--- src/rtl/controle_varredura_servo.sv ---
// Ping-pong position sweeper for controle_servo: walks posicao 0..7..0 holding each for M cycles.
// Latency: position period M+1 cycles (M dwell in ESPERA + 1 in MUDA); new posicao visible the cycle after pronto.
// No backpressure: pausar freezes the dwell timer, ligar=0 returns to idle from any state but MUDA.
//
// Ports:
//   clock      in   system clock (50 MHz)
//   reset      in   asynchronous active-high reset
//   ligar      in   level, 1 = sweep enabled, 0 = return to idle
//   pausar     in   level, 1 = freeze dwell timer and hold position
//   posicao    out  [2:0] registered position code for controle_servo
//   sentido    out  registered sweep direction (1 = increasing)
//   pronto     out  one-cycle pulse while the position is being changed
//   db_estado  out  [3:0] FSM state code, zero-extended, for debug
module controle_varredura_servo #(
   parameter int M = 50_000_000
) (
   input  logic       clock,
   input  logic       reset,
   input  logic       ligar,
   input  logic       pausar,
   output logic [2:0] posicao,
   output logic       sentido,
   output logic       pronto,
   output logic [3:0] db_estado
);

   localparam int TW = $clog2(M);
   localparam logic [TW-1:0] TIMER_MAX = TW'(M - 1);

   typedef enum logic [1:0] {
      INICIAL = 2'd0,
      ESPERA  = 2'd1,
      PAUSA   = 2'd2,
      MUDA    = 2'd3
   } estado_t;

   estado_t       estado, estado_prox;
   logic [TW-1:0] timer, timer_prox;
   logic [2:0]    posicao_prox;
   logic          sentido_prox;

   always_ff @(posedge clock or posedge reset) begin
      if (reset) begin
         estado  <= INICIAL;
         timer   <= '0;
         posicao <= 3'd0;
         sentido <= 1'b1;
      end else begin
         estado  <= estado_prox;
         timer   <= timer_prox;
         posicao <= posicao_prox;
         sentido <= sentido_prox;
      end
   end

   always_comb begin
      estado_prox  = estado;
      timer_prox   = timer;
      posicao_prox = posicao;
      sentido_prox = sentido;
      pronto       = 1'b0;

      case (estado)
         INICIAL: begin
            timer_prox   = '0;
            posicao_prox = 3'd0;
            sentido_prox = 1'b1;
            if (ligar)
               estado_prox = ESPERA;
         end

         ESPERA: begin
            if (!ligar) begin
               estado_prox = INICIAL;
            end else if (pausar) begin
               // timer keeps its value so the dwell resumes where it stopped
               estado_prox = PAUSA;
            end else if (timer == TIMER_MAX) begin
               // clear on the way into MUDA: the timer never passes M-1
               estado_prox = MUDA;
               timer_prox  = '0;
            end else begin
               timer_prox = timer + TW'(1);
            end
         end

         PAUSA: begin
            if (!ligar)
               estado_prox = INICIAL;
            else if (!pausar)
               estado_prox = ESPERA;
         end

         MUDA: begin
            // ligar/pausar deliberately ignored for this single cycle
            pronto      = 1'b1;
            timer_prox  = '0;
            estado_prox = ESPERA;
            // endpoints bounce without repeating the end position
            if (sentido) begin
               if (posicao == 3'd7) begin
                  posicao_prox = 3'd6;
                  sentido_prox = 1'b0;
               end else begin
                  posicao_prox = posicao + 3'd1;
               end
            end else begin
               if (posicao == 3'd0) begin
                  posicao_prox = 3'd1;
                  sentido_prox = 1'b1;
               end else begin
                  posicao_prox = posicao - 3'd1;
               end
            end
         end

         default: estado_prox = INICIAL;
      endcase

      // leaving to idle from any state lands on position 0, increasing
      if (estado_prox == INICIAL) begin
         timer_prox   = '0;
         posicao_prox = 3'd0;
         sentido_prox = 1'b1;
      end
   end

   assign db_estado = {2'b00, estado};

endmodule

--- config.mk ---
export PLATFORM = sky130hd
export DESIGN_NAME = controle_varredura_servo
export DESIGN_NICKNAME = d
export VERILOG_FILES = /design/src/rtl/controle_varredura_servo.sv
export SDC_FILE = /design/constraint.sdc
export NUM_CORES = 1
export LEC_CHECK = 0
export ABC_AREA = 0
export CORE_UTILIZATION = 55
export CTS_CLUSTER_DIAMETER = 50
export DETAILED_ROUTE_END_ITERATION = 7
export HOLD_SLACK_MARGIN = 0.02
export PLACE_DENSITY = 0.87
export SYNTH_ARGS = -nofsm -noshare
export SYNTH_HDL_FRONTEND = slang
export SYNTH_SLANG_ARGS = --single-unit
--- constraint.sdc ---
create_clock -name clock -period 4.8 [get_ports clock]
set_clock_uncertainty 0.2 [all_clocks]
set_input_delay 1.2 -clock clock [delete_from_list [all_inputs] [get_ports clock]]
set_output_delay 1.2 -clock clock [all_outputs]
set_load 0.05 [all_outputs]
Word level (Yosys, flattened, before mapping)
Index checks and enable logic that the tools add are counted.

Logic and storage cells: 44. Bits of input ports: 4. Output and inout bits: 9. Flip-flop bits (word level): 32.

$add $sub $neg: 3. Multiplexer cells: 23. Eq/ne operators: 7. Reduce and logical (&&, ||, !) cells: 7.

Operator list (number): $mux 26 (4); $pmux 26 s2 (1); $add 26x1->26 const B (1); $eq 26x26->1 const B (1); $mux 2 (6); $mux 3 (4); $pmux 2 s4 (1); $ne 3x3->1 const B (2); $pmux 3 s2 (1); $reduce_bool 3->1 (2); $mux 1 (5); $eq 2x2->1 const B (2); $logic_not 2->1 (2); $add 3x1->3 const B (1); $eq 3x3->1 const B (1); $logic_not 3->1 (1); $reduce_and 3->1 (1); $sub 3x1->3 const B (1); $eq 2x1->1 const B (1); $pmux 1 s2 (1); $reduce_or 2->1 (1).

Longest topological paths before layout
Word-level depth: 8. Gate-level depth with buffers: 9. Gate-level depth less buffers: 8.

Worst setup path before layout
OpenSTA, ideal clock, no wires.

Kind: register -> register. Start: register estado[1]. End: register timer[16]. Clock period less this slack: 3117 ps. Setup slack: 1683 ps. Arrival: 2842 ps. Setup time: 74 ps. Data required time: 4526 ps. Path buffers: 1. Stages on the path, launching flop included: 9. Cells stage by stage: dfrtp_1 ha_1 or3_1 o32a_1 a31oi_1 or3_4 buf_6 or3_1 o21ai_2.

Cells in the longest elaborated chain, start to end: 7. Elaborated cells on any way between the ends: 19. Classes of those cells: eq/ne (5); mux (9); reduce/logical (5).

RTL lines: from (decl) (line 37) `estado_t estado, estado_prox;`; from (signal assigned) (line 49) `estado <= estado_prox;`; $mux 2 (line 78) `end else if (timer == TIMER_MAX) begin`; $mux 2 (line 75) `end else if (pausar) begin`; $mux 2 (line 73) `if (!ligar) begin`; $pmux 2 s4 (line 63) `case (estado)`; $logic_not 2->1 (line 121) `if (estado_prox == INICIAL) begin`; $ne 3x3->1 (no source line) or $reduce_bool 3->1 (tied branches); $reduce_and 3->1 (no source line); to (signal assigned) (line 50) `timer <= timer_prox;`; to (decl) (line 38) `logic [TW-1:0] timer, timer_prox;`.

Several ways; a longest one is shown, not always the timed one. A chain may end at the register's enable or synchronous reset.

Worst setup path in the final report
Start: input port ligar. End: register timer[6].

Cells in the longest elaborated chain, start to end: 5. Elaborated cells on any way between the ends: 10. Classes of those cells: eq/ne (2); mux (5); reduce/logical (3).

RTL lines: from (decl) (line 19) `input logic ligar,`; $mux 2 (on tied branches) (line 88, 68, 73); $pmux 2 s4 (line 63); $logic_not 2->1 (line 121); $ne 3x3->1 (no source line) or $reduce_bool 3->1 (tied branches); $reduce_and 3->1 (no source line).

Several ways; a longest one is shown, not always the timed one.

==> flow_summary.json <==
{
  "leakagePower_nw": 0.919,
  "timing.critical_path.slowest_cell_delay_ns": 0.59,
  "post_synth.cell_area_avg_um2": 8.41,
  "grt_pass1_wl_mm": 7.96,
  "critical_path_cell_by_cell": "clkdlybuf4s50_1 -> nand3b_1 -> o211ai_1 -> a31oi_1 -> or3_4 -> or3_1 -> o21ai_0",
  "max_slew.worst_pin.slew_ns": 0.656,
  "drt_pre_antenna_iters": 4,
  "numPortBuffers": 10,
  "worst_path_dominant_cell_family": "simple AND/OR/NAND/NOR gates",
  "drt_first_iter_violations": 221,
  "detailroute.via_count": 1931,
  "viasPerCell": 6.07,
  "synth_top_family_by_area": "simple AND/OR/NAND/NOR gates",
  "routed_wirelength_mm": 4.56,
  "antenna_violations_before_repair": 0,
  "drt.antenna.violating_nets": 0,
  "synth_fa_ha_area_share_pct": 5.17,
  "cts.path.max_buffers": 2,
  "timing.critical_path.buf_inv": 1,
  "setup_repair_after_global_routing_missed_its_margin": "false",
  "h-tree-depth": 2,
  "place.gp.congestion": 0.859,
  "clock_sink_count": 32,
  "final_min_period_over_clock_period_pct": 70.8,
  "netlist_top_cells_area": "sky130_fd_sc_hd__dfrtp_1 36%, sky130_fd_sc_hd__a21oi_1 6.7%, sky130_fd_sc_hd__ha_1 5.2%, sky130_fd_sc_hd__o21ai_0 4.4%, sky130_fd_sc_hd__or3_1 4.3%",
  "outcome": "complete, no violations",
  "ir_worst_vdd_uv": 352,
  "critical_path.max_fanout": 15,
  "fp-row-count": 22,
  "number_of_cells_produced_by_synthesis": 259,
  "post_synth_and_or_nand_nor_area_fraction_pct": 30.6,
  "design.die.area_um2": 4210,
  "synthesis.area_um2": 2180,
  "yosysWarnings": 0,
  "die-height_um": 64.9,
  "postCtsHoldBufs": 0,
  "async_reset_ff_share_pct": 100,
  "insertedDiodeCount": 0,
  "power.density_cell_area_nw_per_um2": 411,
  "yosys.area.top_type": "sky130_fd_sc_hd__dfrtp_1",
  "die-width_um": 64.9,
  "cell_area_after_layout_um2": 2380,
  "hold_violations": 0,
  "timing.hold.worst.class": "reg -> reg",
  "final.min_clock_period_ns": 3.40,
  "fin_worst_hold_slack_ns": 0.329,
  "overflow_left_after_global_routing": 0,
  "ctsRootBufferMaster": "sky130_fd_sc_hd__clkbuf_8",
  "crit_slowest_cell": "sky130_fd_sc_hd__clkdlybuf4s50_1",
  "finalNetCount": 282,
  "worst-endpoint-required_ns": 4.79,
  "yosysMostFrequentCell": "sky130_fd_sc_hd__dfrtp_1",
  "yosysSeqAreaShare_pct": 36.8,
  "clock_insertion_delay_worst_skew_ns": 0.29,
  "finalPower_uw": 977,
  "placeableCoreArea_um2": 3720,
  "total_of_cells_resized_after_clock_tree_synthesis": 0,
  "initial_core_util_pct": 58.6,
  "setup_viol": 0,
  "synth_commonest_cells": "31 x sky130_fd_sc_hd__dfrtp_1, 29 x sky130_fd_sc_hd__a21oi_1, 23 x sky130_fd_sc_hd__nand2_1",
  "grt_max_degree": 33,
  "arrival_ns": 3.39,
  "number_of_buffers_created_by_cts": 5,
  "grtUsageTotal_pct": 24.5,
  "maxClockFrequency_ghz": 0.294,
  "critical_path.endpoint_type": "register",
  "clock_transition_time_at_the_flip_flop_clock_pins_of_the_worst_setup_and_hold_paths_ns": 0.06,
  "post_synth_xor_area_fraction_pct": 0,
  "drv_slew": 0,
  "synth_mux_area_share_pct": 0,
  "setup.worst_path.class": "in -> reg",
  "synthToLayoutAreaGrowth_pct": 9.31,
  "relSlewSlack_pct": 56.1,
  "final-instance-count-excl-fill": 318,
  "synth_compound_gate_area_share_pct": 21.3,
  "tritoncts": "done",
  "routedWlPerCell_um": 14.3,
  "synth_edf_count": 0,
  "dp_hpwl_mm": 3.21,
  "distinct_cell_type_count_after_synthesis": 53,
  "numPlacedInstances": 310,
  "drc_violation_count_after_routing": 0,
  "cts_post_setup_buffers_inserted": 0,
  "synth_top_area_share_pct": 35.6,
  "layout_cell_share_with_drive_strength_beyond_1_pct": 8.52,
  "placedInstanceArea_um2": 2290,
  "final.setup.tns_ns": 0,
  "maxCapViolations": 0,
  "timing.critical_path.from_type": "primary input",
  "ys_seq_elements": 32,
  "first_global_vias": 1794,
  "ys.flop_type": "sky130_fd_sc_hd__dfrtp_1",
  "io-pin-count": 13
}
## flip-flops by register name (all words and copies together), names as in the netlist
register	cells
estado	2
timer	26
posicao	3
sentido	1
## cell type report
type	count	area, um^2
inverters	17	63.8
fillers	316	1340
well taps	48	60.1
flip-flops and latches	32	802
multi-input cells	201	1250
repair buffers	12	115
clock buffers	8	90.1
## metal layers
layer	vias to the layer above	routed length [um]	global-route usage (%)
li1	968	-	-
met5	-	0	0
met2	53	1960	36.1
met3	8	228	4.75
met1	902	2300	34.8
met4	0	77	10.6
## worst reg2reg max path, stage by stage (launching register included)
cell and delay (ns):
sky130_fd_sc_hd__dfrtp_1 0.43, sky130_fd_sc_hd__inv_1 0.10, sky130_fd_sc_hd__ha_1 0.29, sky130_fd_sc_hd__or3_1 0.43
sky130_fd_sc_hd__o32a_1 0.22, sky130_fd_sc_hd__a31oi_1 0.46, sky130_fd_sc_hd__nor2_2 0.22, sky130_fd_sc_hd__a21o_1 0.20
sky130_fd_sc_hd__a21o_1 0.17
## kinds of logic after synthesis
family                   Yosys count
AND/OR/NAND/NOR                  113
AO/OA/AOI/OAI                     77
flip-flops                        32
buffers and inverters             27
adder cells (fa/ha/maj)            9
other                              1
## report_power, final
| group | internal [mW] | switching, mW |
|---|---|---|
| Sequential | 0.281 | 0.0148 |
| Combinational | 0.144 | 0.326 |
| Clock | 0.117 | 0.0951 |
## path summary, 6_finish.rpt
kind / startpoint / end / slack [ns] / cells past startpoint
worst max-delay path: ligar / timer[6] / 1.40 / 7
worst min-delay path: timer[0] / timer[0] / 0.33 / 1
worst max register to register: estado[0] / timer[3] / 1.97 / 8
worst min register to register: timer[0] / timer[0] / 0.33 / 1
max in group asynchronous: reset / sentido / 2.99 / 3
min in group asynchronous: reset / posicao[2] / 1.09 / 3
## per-stage QoR
stage,utilization [%],worst slack [ns]
global placement,61.6,1.21
CTS,64.0,1.43
global route,64.0,1.28
detailed placement,61.6,1.15
floorplan,-,1.68
finish,64.0,1.40
## cells in the final DEF (no fill, tap or decap), types with 2 or more instances in the layout
master,count
sky130_fd_sc_hd__a21o_1,3
sky130_fd_sc_hd__a21oi_1,29
sky130_fd_sc_hd__a31oi_1,5
sky130_fd_sc_hd__a41oi_1,2
sky130_fd_sc_hd__and3_1,4
sky130_fd_sc_hd__and4_1,4
sky130_fd_sc_hd__buf_4,2
sky130_fd_sc_hd__clkbuf_1,2
sky130_fd_sc_hd__clkbuf_8,6
sky130_fd_sc_hd__clkdlybuf4s50_1,10
sky130_fd_sc_hd__conb_1,2
sky130_fd_sc_hd__dfrtp_1,31
sky130_fd_sc_hd__ha_1,9
sky130_fd_sc_hd__inv_1,17
sky130_fd_sc_hd__nand2_1,23
sky130_fd_sc_hd__nand3_1,16
sky130_fd_sc_hd__nand3b_1,4
sky130_fd_sc_hd__nand4_1,5
sky130_fd_sc_hd__nor2_1,10
sky130_fd_sc_hd__nor2b_1,3
sky130_fd_sc_hd__nor3_1,7
sky130_fd_sc_hd__nor3b_1,2
sky130_fd_sc_hd__nor4_1,2
sky130_fd_sc_hd__o211ai_1,2
sky130_fd_sc_hd__o21ai_0,19
sky130_fd_sc_hd__o21ai_1,6
sky130_fd_sc_hd__o21ai_2,2
sky130_fd_sc_hd__o31ai_1,2
sky130_fd_sc_hd__or2_2,2
sky130_fd_sc_hd__or3_1,15
sky130_fd_sc_hd__or4_1,2
No activity file was read; power rests on OpenSTA's default activity.
